--- src/rtl/core_pkg.sv ---
// core_pkg: shared types and constants for the RV32E pipeline front end
package core_pkg;
  localparam int XLEN = 32;
  localparam logic [XLEN-1:0] NOP_INSTR = 32'h0000_0013;
  localparam logic [XLEN-1:0] RESET_VECTOR_DEFAULT = 32'h0000_0000;
  typedef enum logic [1:0] {IDLE, WAIT, HOLD, DRAIN} fetch_state_t;
endpackage

--- src/rtl/fetch_stage.sv ---
// fetch_stage: PC owner and instruction fetch with one outstanding request and a one-entry hold buffer
module fetch_stage
  import core_pkg::*;
#(
  parameter logic [XLEN-1:0] RESET_VECTOR = RESET_VECTOR_DEFAULT
) (
  input  logic            clk,
  input  logic            rst,
  input  logic            stall,
  input  logic            redirect,
  input  logic [XLEN-1:0] redirect_target,
  output logic            imem_req,
  output logic [XLEN-1:0] imem_addr,
  input  logic            imem_ready,
  input  logic            imem_rvalid,
  input  logic [XLEN-1:0] imem_rdata,
  output logic [XLEN-1:0] pc0_IF,
  output logic [XLEN-1:0] pc4_IF,
  output logic [XLEN-1:0] instruction_IF,
  output logic            invalid_IF
);
  fetch_state_t state_q, state_d;
  logic [XLEN-1:0] pc_q, pc_d, hold_q, hold_d, pc_inc;
  logic present_valid, consume, accepted;
  assign pc_inc = pc_q + 32'd4;
  assign present_valid = (state_q == WAIT && imem_rvalid) || state_q == HOLD;
  assign consume = present_valid && !stall && !redirect;
  // a consumed instruction immediately chains the fetch of the following word
  assign imem_req = !rst && !redirect && (state_q == IDLE || consume);
  assign imem_addr = consume ? pc_inc : pc_q;
  assign accepted = imem_req && imem_ready;
  assign pc0_IF = pc_q;
  assign pc4_IF = pc_inc;
  assign instruction_IF = !present_valid ? '0 : state_q == HOLD ? hold_q : imem_rdata;
  // a stalled IF/ID keeps its own instruction, so no bubble is signalled while stalling
  assign invalid_IF = rst || redirect || (!stall && !present_valid);
  // next-state: fetch sequencing, hold capture on stall, drain of responses made stale by a redirect
  always_comb begin
    state_d = state_q;
    pc_d = pc_q;
    hold_d = hold_q;
    unique case (state_q)
      IDLE: if (accepted) state_d = WAIT;
      WAIT:
        if (imem_rvalid) state_d = consume ? (accepted ? WAIT : IDLE) : redirect ? IDLE : HOLD;
        else if (redirect) state_d = DRAIN;
      HOLD:
        if (consume) state_d = accepted ? WAIT : IDLE;
        else if (redirect) state_d = IDLE;
      DRAIN: if (imem_rvalid) state_d = IDLE;
      default: state_d = IDLE;
    endcase
    if (state_q == WAIT && imem_rvalid && stall && !redirect) hold_d = imem_rdata;
    if (consume) pc_d = pc_inc;
    if (redirect) pc_d = redirect_target & ~32'h3;
  end
  // state registers, asynchronously returned to the reset vector
  always_ff @(posedge clk or posedge rst) begin
    if (rst) begin
      state_q <= IDLE;
      pc_q <= RESET_VECTOR;
      hold_q <= '0;
    end else begin
      state_q <= state_d;
      pc_q <= pc_d;
      hold_q <= hold_d;
    end
  end
endmodule

--- config.mk ---
export PLATFORM = sky130hd
export DESIGN_NAME = fetch_stage
export DESIGN_NICKNAME = d
export VERILOG_FILES = /design/src/rtl/core_pkg.sv /design/src/rtl/fetch_stage.sv
export SDC_FILE = /design/constraint.sdc
export NUM_CORES = 1
export LEC_CHECK = 0
export CAP_MARGIN = 10
export CORE_MARGIN = 2
export CORE_UTILIZATION = 42
export CTS_CLUSTER_SIZE = 25
export DETAILED_ROUTE_END_ITERATION = 8
export GPL_TIMING_DRIVEN = 0
export PLACE_DENSITY_LB_ADDON = 0.2
export SETUP_SLACK_MARGIN = 0.05
export SLEW_MARGIN = 20
export SYNTH_ARGS = -nofsm -noshare
export SYNTH_HDL_FRONTEND = slang
export SYNTH_SLANG_ARGS = --single-unit
--- constraint.sdc ---
create_clock -name clk -period 2.6 [get_ports clk]
set_input_delay 0.39 -clock clk [delete_from_list [all_inputs] [get_ports clk]]
set_output_delay 0.39 -clock clk [all_outputs]
set_load 0.02 [all_outputs]
==> results.toml, run 1 <==
[synthesis]
synth_edf_count = 0
synth_area_per_cell_um2 = 8.48
synth.distinct_cells = 54
ys_async_sr_fraction = 1.00
synth_area_mm2 = 0.00430
synth-main-ff-cell = "dfrtp_1"
synth-seq-cells = 64
yosysWarnings = 0
ys_seq_area_frac = 0.372
synthCells = 507

[clock_network]
clockBufferDepth = 2
clock-root-buffer = "clkbuf_8"
cts.sinks = 64
cts_tree = "done"
cts_inserted_buffers = 9
path_clk_slew_ps = 70
cts_max_level = 3
insertion_delay_ps = 350

[critical_path]
critical-path-top-delay-family = "simple AND/OR/NAND/NOR gates"
ff2ff_path_depth = 9
worst-path-buf-inv = 2
worstPathMaxFanout = 6
start_kind = "register"
required_ps = 2210
critPathKind = "register to output pin"
rrSetupSlack_ps = 350
critPathSlowestCell = "or4_4"
r2r_end = "pc0_IF[16]"
reg2reg_from = "pc0_IF[2]"
slowest_delay_ps = 530
crit_arrival_ps = 2440
cp-end-kind = "output pin"
path_cells = "ha_4, nand3_4, or4_4, buf_6, or4_4, nand2_2, buf_6"

[pwr]
power_frac_clock = 0.208
pwr-share-comb = 0.411
irDropWorstVdd_mv = 0.349
p_sw_frac = 0.375
p_switching_uw = 1370
p_leak_uw = 0.00356
intPower_uw = 2280
power.density_mw_per_mm2 = 469
total_power_uw = 3650
seq_power_share = 0.381

[die]
num_io_pins = 200
coreArea_mm2 = 0.00986
die_h_um = 105
rows = 36
design.die.area_mm2 = 0.0111
start_util = 0.436
die_w_um = 105

[sta]
hold_viol_final = 0
rsz0062_at_grt = "yes"
fmax_mhz = 353
finalSetupViolCount = 25
skew_ps = 8.80
period_needed_ps = 2830
fin_crit_sh = 1.09
tightestPinTransition_ps = 703
relSlewSlack = 0.532
maxSlewViolCount = 0
timing.final.ws_setup_ps = -234

[run]
cap_viol_max_count = 0

[finish]
area_growth_pct = 80.7
layout_common_cells = "clkdlybuf4s50_1 (101), nand2_1 (93), buf_4 (79)"
drive_above_1_share = 0.378
nets = 841
num_antenna_cells = 0
final_cells = 908
final_common_cell = "clkdlybuf4s50_1"

[detailed_routing]
drc = 0
vias_per_cell = 5.69
dr.first_iter.drc_count = 381
totalWireLength_mm = 17.5
final_antenna_net_count = 0
post_drt_wl_per_cell_um = 19.2
dr.pass1.iters = 5
vias = 5163

[place]
placed_cells = 837
place_ws_ps = -1330
gp_congestion = 0.898
numPortBuffers = 191
dp.final_hpwl_mm = 11.0

[min_path]
hp-class = "input port to async pin"

[status]
violations = "negative setup slack"
status = "finished, violations left"

[global_route]
grt_use_total = 0.299
gr-total-overflow = 0
grt_max_degree = 34
grt_pass1_wl_mm = 26.6
grt_pass1_vias = 5225
antenna_found_initial = 0
## through the flow
stage	instance area, µm²	util	hold slack (ps)	TNS [ps]
6_report	7770	0.788	455	-2390
5_1_grt	7770	0.788	491	-4400
4_1_cts	7460	0.757	458	-1450
3_5_place_dp	6470	0.656	493	-55260
3_3_place_gp	6440	0.653	486	-96160
2_1_floorplan	4360	-	479	0
## sequential cells by signal, indices dropped and copies added, names as in the netlist
register / cells
state_q: 2
pc0_IF: 30
hold_q: 32
## per-layer routing
layer | vias to the layer above | track usage | part of all wire
met2 | 272 | 0.514 | 0.52
met5 | - | 0 | 0
li1 | 2309 | - | -
met4 | 0 | 0.136 | 0.028
met3 | 43 | 0.0605 | 0.072
met1 | 2539 | 0.359 | 0.38
## cell type report
type,count,area [µm²]
tap,133,166
clock buffer,10,128
buffer,41,354
multi-input combinational,397,3120
fill,646,2090
sequential,64,1620
clock inverter,6,36.3
timing repair buffer,252,2330
inverter,5,21.3
## kinds of logic (layout without fill, tap and decap cells)
| logic type | after synthesis | after routing | synth area share |
|---|---|---|---|
| AOI/OAI and AO/OA | 92 | 92 | 0.136 |
| adders and majority gates | 1 | 1 | 0.00291 |
| xor gates and xnor gates | 40 | 40 | 0.0815 |
| buffers and inverters | 51 | 314 | 0.0515 |
| DFF | 64 | 64 | 0.372 |
| muxes | 40 | 40 | 0.105 |
| other | 1 | 6 | 0.000872 |
| and+or+nand+nor | 218 | 218 | 0.250 |
## how the worst max path moves through the flow
stage | from | end | slack, ps | cells after the start
2_1_floorplan | pc0_IF[2] | imem_addr[20] | 70 | 6
3_3_place_gp | redirect | imem_addr[11] | -1270 | 9
3_5_place_dp | redirect | imem_addr[11] | -1330 | 9
4_1_cts | pc0_IF[12] | imem_addr[20] | -190 | 7
5_1_grt | pc0_IF[12] | imem_addr[20] | -290 | 7
6_report | pc0_IF[2] | imem_addr[30] | -230 | 7
## power by group through the flow
stage	logic (µW)	clock network, µW	registers, µW
6_report	1500	759	1390
5_1_grt	1580	813	1410
4_1_cts	1420	760	1370
3_5_place_dp	1330	0	1390
3_3_place_gp	1300	0	1370
2_1_floorplan	683	0	1400
## Yosys cell counts, types with 7 or more instances
library cell / n / share of area
xor2_1: 25 / 0.051
dfrtp_1: 64 / 0.37
nor3_1: 12 / 0.014
a21oi_1: 34 / 0.040
or3_1: 7 / 0.010
clkbuf_1: 31 / 0.027
a31oi_1: 16 / 0.023
nor2_1: 35 / 0.031
or4_1: 8 / 0.014
nand3_1: 10 / 0.012
nand4_1: 8 / 0.012
mux2_2: 40 / 0.10
nand2_1: 103 / 0.090
o31ai_1: 7 / 0.012
xnor2_1: 15 / 0.031
## what timing repair did
action,in CTS,in global routing
setup buffers,43,14
resized for setup,396,94
cloned,4,0
hold buffers,0,0
pin swaps,33,18
endpoints found under the hold margin,0,0
setup endpoints to repair,93,81
No activity file was read; power rests on OpenSTA's default activity.
==> run 2, diff against run 1 <==
- CORE_MARGIN: 2 -> not set
==> results.toml, run 2 (synthesis results as in run 1) <==
[critical_path]
rrSetupSlack_ps = 240
path_cells = "buf_6, nand4_1, or4_4, buf_8, or4b_4, nand2_2, buf_6"
reg2reg_from = "pc0_IF[12]"
r2r_end = "pc0_IF[26]"
slowest_delay_ps = 560
ff2ff_path_depth = 8
crit_arrival_ps = 2480
worst-path-buf-inv = 3
critPathKind = "register to output pin"
crit_top_cell = "buf_6"
cp-end-kind = "output pin"
start_kind = "register"
worstSetupEndpoint = "imem_addr[20]"
critical-path-top-delay-family = "simple AND/OR/NAND/NOR gates"
critPathSlowestCell = "or4_4"
worstPathMaxFanout = 8
crit_start = "pc0_IF[12]"
crit_cells = 7
required_ps = 2210

[sta]
timing.final.ws_setup_ps = -266
finalSetupViolCount = 28
rsz0062_at_grt = "yes"
tightestPinTransition_ps = 734
hold_viol_final = 0
fin_crit_sh = 1.10
period_needed_ps = 2870
final.setup.tns_ps = -3260
relSlewSlack = 0.511
skew_ps = 14.3
fmax_mhz = 349
maxSlewViolCount = 0

[place]
gp_congestion = 0.890
placed_area_mm2 = 0.00646
place_ws_ps = -1330
numPortBuffers = 191
dp.final_hpwl_mm = 10.7

[die]
coreArea_mm2 = 0.00986
num_io_pins = 200
rows = 36
start_util = 0.436
design.die.area_mm2 = 0.0106
die_w_um = 103
die_h_um = 103

[global_route]
grt_pass1_wl_mm = 24.5
grt_use_total = 0.305
gr-total-overflow = 0
grt_max_degree = 34
grt_pass1_vias = 5010
antenna_found_initial = 0

[finish]
largest_reg_flops = 32
nets = 857
layout_common_cells = "clkdlybuf4s50_1 (100), nand2_1 (90), buf_4 (89)"
area_growth_pct = 84.6
num_antenna_cells = 0
final_core_util = 0.805
drive_above_1_share = 0.426
top_register = "hold_q"
final_common_cell = "clkdlybuf4s50_1"
postLayoutCellArea_mm2 = 0.00794

[pwr]
total_power_uw = 3850
p_leak_uw = 0.00362
power.density_mw_per_mm2 = 485
irDropWorstVdd_mv = 0.342

[clock_network]
cts_max_level = 3
cts_inserted_buffers = 9
insertion_delay_ps = 360
hold_buffers = 0
cts.sinks = 64
clock-root-buffer = "clkbuf_8"
cts_tree = "done"
path_clk_slew_ps = 80
clockBufferDepth = 2

[detailed_routing]
vias_per_cell = 5.86
vias = 5413
post_drt_wl_per_cell_um = 20.2
dr.pass1.iters = 5
totalWireLength_mm = 18.7
dr.first_iter.drc_count = 280
drc = 0
final_antenna_net_count = 0

[status]
status = "finished, violations left"
violations = "negative setup slack"

[run]
cap_viol_max_count = 0

[min_path]
hp-class = "input port to async pin"
[run 2: how the worst min path moves through the flow]
stage,start,endpoint,cells after the start,slack [ps]
after floorplan,hold_q[19],hold_q[19],1,480
after global placement,hold_q[29],hold_q[29],1,490
after detailed placement,hold_q[25],hold_q[25],1,490
after CTS,rst,hold_q[3],2,440
after global routing,rst,hold_q[3],2,470
final,rst,hold_q[3],2,430
[run 2: layout make-up]
class                           instances  area, µm²
Timing Repair Buffer                  270       2420
Buffer                                 39        359
Fill cell                             591       1930
Inverter                                5       21.3
Clock buffer                           11        141
Clock inverter                          5       56.3
Tap cell                              133        166
Multi-Input combinational cell        397       3150
Sequential cell                        64       1630
[run 2: stage by stage]
step | hold WS (ps) | std cells
after CTS | 442 | 887
after detailed placement | 492 | 837
after global placement | 486 | 836
after floorplan | 479 | 512
final | 432 | 924
after global routing | 470 | 924
[run 2: per-layer routing]
metal	GRT usage	vias up	routed length [µm]
met5	0	-	0
met1	0.356	2624	6910
met2	0.543	344	9290
met4	0.121	0	904
li1	-	2343	-
met3	0.0685	102	1580
[run 2: worst register-to-register path: stages (launching register included)]
cell	delay [ps]
dfrtp_1	380
buf_6	120
nand4_1	170
or4_4	560
buf_8	160
buf_4	140
buf_4	130
or4b_1	520
nand3_1	110
[run 2: repair_timing]
| action | in CTS | in global routing |
|---|---|---|
| cloned | 2 | 0 |
| setup endpoints to repair | 94 | 71 |
| hold endpoints to repair | 0 | 0 |
| buffers inserted | 38 | 38 |
| pin swaps | 29 | 33 |
| resized for setup | 397 | 152 |
[run 2: where the power goes]
part           internal [µW]  switching [µW]
Clock                    468             429
Sequential              1210             175
Combinational            764             804
==> run 3, diff against run 2 <==
- REMOVE_ABC_BUFFERS: not set -> 1
==> results.toml, run 3 (synthesis results as in run 1) <==
[critical_path]
worstPathMaxFanout = 4
worst-path-buf-inv = 3
required_ps = 2210
crit_arrival_ps = 2470
crit_top_cell = "buf_4"
critPathSlowestCell = "or4_4"
ff2ff_path_depth = 6
reg2reg_from = "pc0_IF[7]"
start_kind = "register"
critPathKind = "register to output pin"
cp-end-kind = "output pin"
rrSetupSlack_ps = 380
r2r_end = "pc0_IF[26]"
critical-path-top-delay-family = "simple AND/OR/NAND/NOR gates"
slowest_delay_ps = 550
path_cells = "nand4_1, buf_4, or4_4, buf_4, nor3_2, xor2_1, buf_4"

[clock_network]
cts_inserted_buffers = 9
clockBufferDepth = 2
insertion_delay_ps = 360
cts.sinks = 64
path_clk_slew_ps = 80
cts_max_level = 3
hold_buffers = 0
cts_tree = "done"
clock-root-buffer = "clkbuf_8"

[detailed_routing]
vias = 5089
drc = 0
wl_met3_mm = 1.30
routed.top_layer = "met4"
final_antenna_net_count = 0
dr.first_iter.drc_count = 226
met2_length_mm = 8.79
totalWireLength_mm = 17.3
vias_per_cell = 5.74
dr.pass1.iters = 5
m1WireLength_mm = 6.62
post_drt_wl_per_cell_um = 19.5

[global_route]
antenna_found_initial = 0
grt_use_total = 0.307
grt_max_degree = 53
grt_pass1_wl_mm = 24.7
gr-total-overflow = 0
grt_pass1_vias = 4906

[sta]
hold_viol_final = 0
maxSlewViolCount = 0
finalSetupViolCount = 32
rsz0062_at_grt = "yes"
period_needed_ps = 2860
fmax_mhz = 350
relSlewSlack = 0.474
final.setup.tns_ps = -3030
timing.final.ws_setup_ps = -255
fin_crit_sh = 1.10
tightestPinTransition_ps = 787
skew_ps = 11.7
fin_hold_ws_ps = 352

[min_path]
hp-class = "input port to async pin"

[run]
cap_viol_max_count = 0

[finish]
drive_above_1_share = 0.387
num_antenna_cells = 0
largest_reg_flops = 32
nFillCells = 629
final_cells = 887
layout_common_cells = "clkdlybuf4s50_1 (100), nand2_1 (92), buf_4 (75)"
area_growth_pct = 80.4
top_register = "hold_q"
final_common_cell = "clkdlybuf4s50_1"
nets = 820

[place]
placed_cells = 793
gp_congestion = 0.813
dp.final_hpwl_mm = 9.53
numPortBuffers = 191

[die]
rows = 36
die_w_um = 103
coreArea_mm2 = 0.00986
design.die.area_mm2 = 0.0106
start_util = 0.436
num_io_pins = 200
die_h_um = 103

[status]
status = "finished, violations left"
violations = "negative setup slack"

[pwr]
p_leak_uw = 0.00351
power.density_mw_per_mm2 = 480
irDropWorstVdd_mv = 0.441
## run 3: worst max path at each step
stage                          start  slack [ps]            end  cells past startpoint
final                     pc0_IF[12]        -260     pc4_IF[30]                      7
after floorplan           state_q[0]       -1230  imem_addr[22]                      4
after detailed placement    redirect       -1350  imem_addr[22]                      6
after CTS                  pc0_IF[8]        -180  imem_addr[19]                      6
after global routing      pc0_IF[12]        -280     pc4_IF[30]                      7
after global placement    state_q[0]       -3500  imem_addr[18]                      5
## run 3: through the flow
stage	cell area (µm²)	total power (µW)	worst slack, ps	utilization
2_1_floorplan	4120	2050	-1230	-
4_1_cts	7430	3630	-177	0.753
6_report	7760	3730	-255	0.787
3_3_place_gp	6190	2630	-3500	0.628
3_5_place_dp	6300	2700	-1350	0.639
5_1_grt	7760	3890	-283	0.787
## run 3: layer usage
metal | vias to the layer above | global-route usage
li1 | 2285 | -
met1 | 2492 | 0.352
met4 | 0 | 0.129
met3 | 53 | 0.0907
met2 | 259 | 0.535
met5 | - | 0
## run 3: power breakdown
part           switching [µW]  internal [µW]  total, µW
Clock                     453            373        826
Sequential                184           1210       1400
Combinational             772            733       1500
## run 3: layout make-up
class,count,area [µm²],area share
multi-input combinational,401,3210,0.413
clock buffer,10,138,0.0177
sequential,64,1630,0.210
timing repair buffer,268,2550,0.329
inverter,5,22.5,0.00290
clock inverter,6,43.8,0.00564
tap,133,166,0.0214
## run 3: repair_timing
item,CTS,global route
gates resized for setup,365,84
pin swaps,31,27
gates cloned,4,0
endpoints found under the setup margin,139,47
setup buffers,61,17
## run 3: worst register-to-register path, stage by stage (launching register included)
cell     delay [ps]
dfrtp_2         410
nand4_4         190
or4_4           650
buf_6           170
buf_4           140
or4b_1          500
nand3_1         100
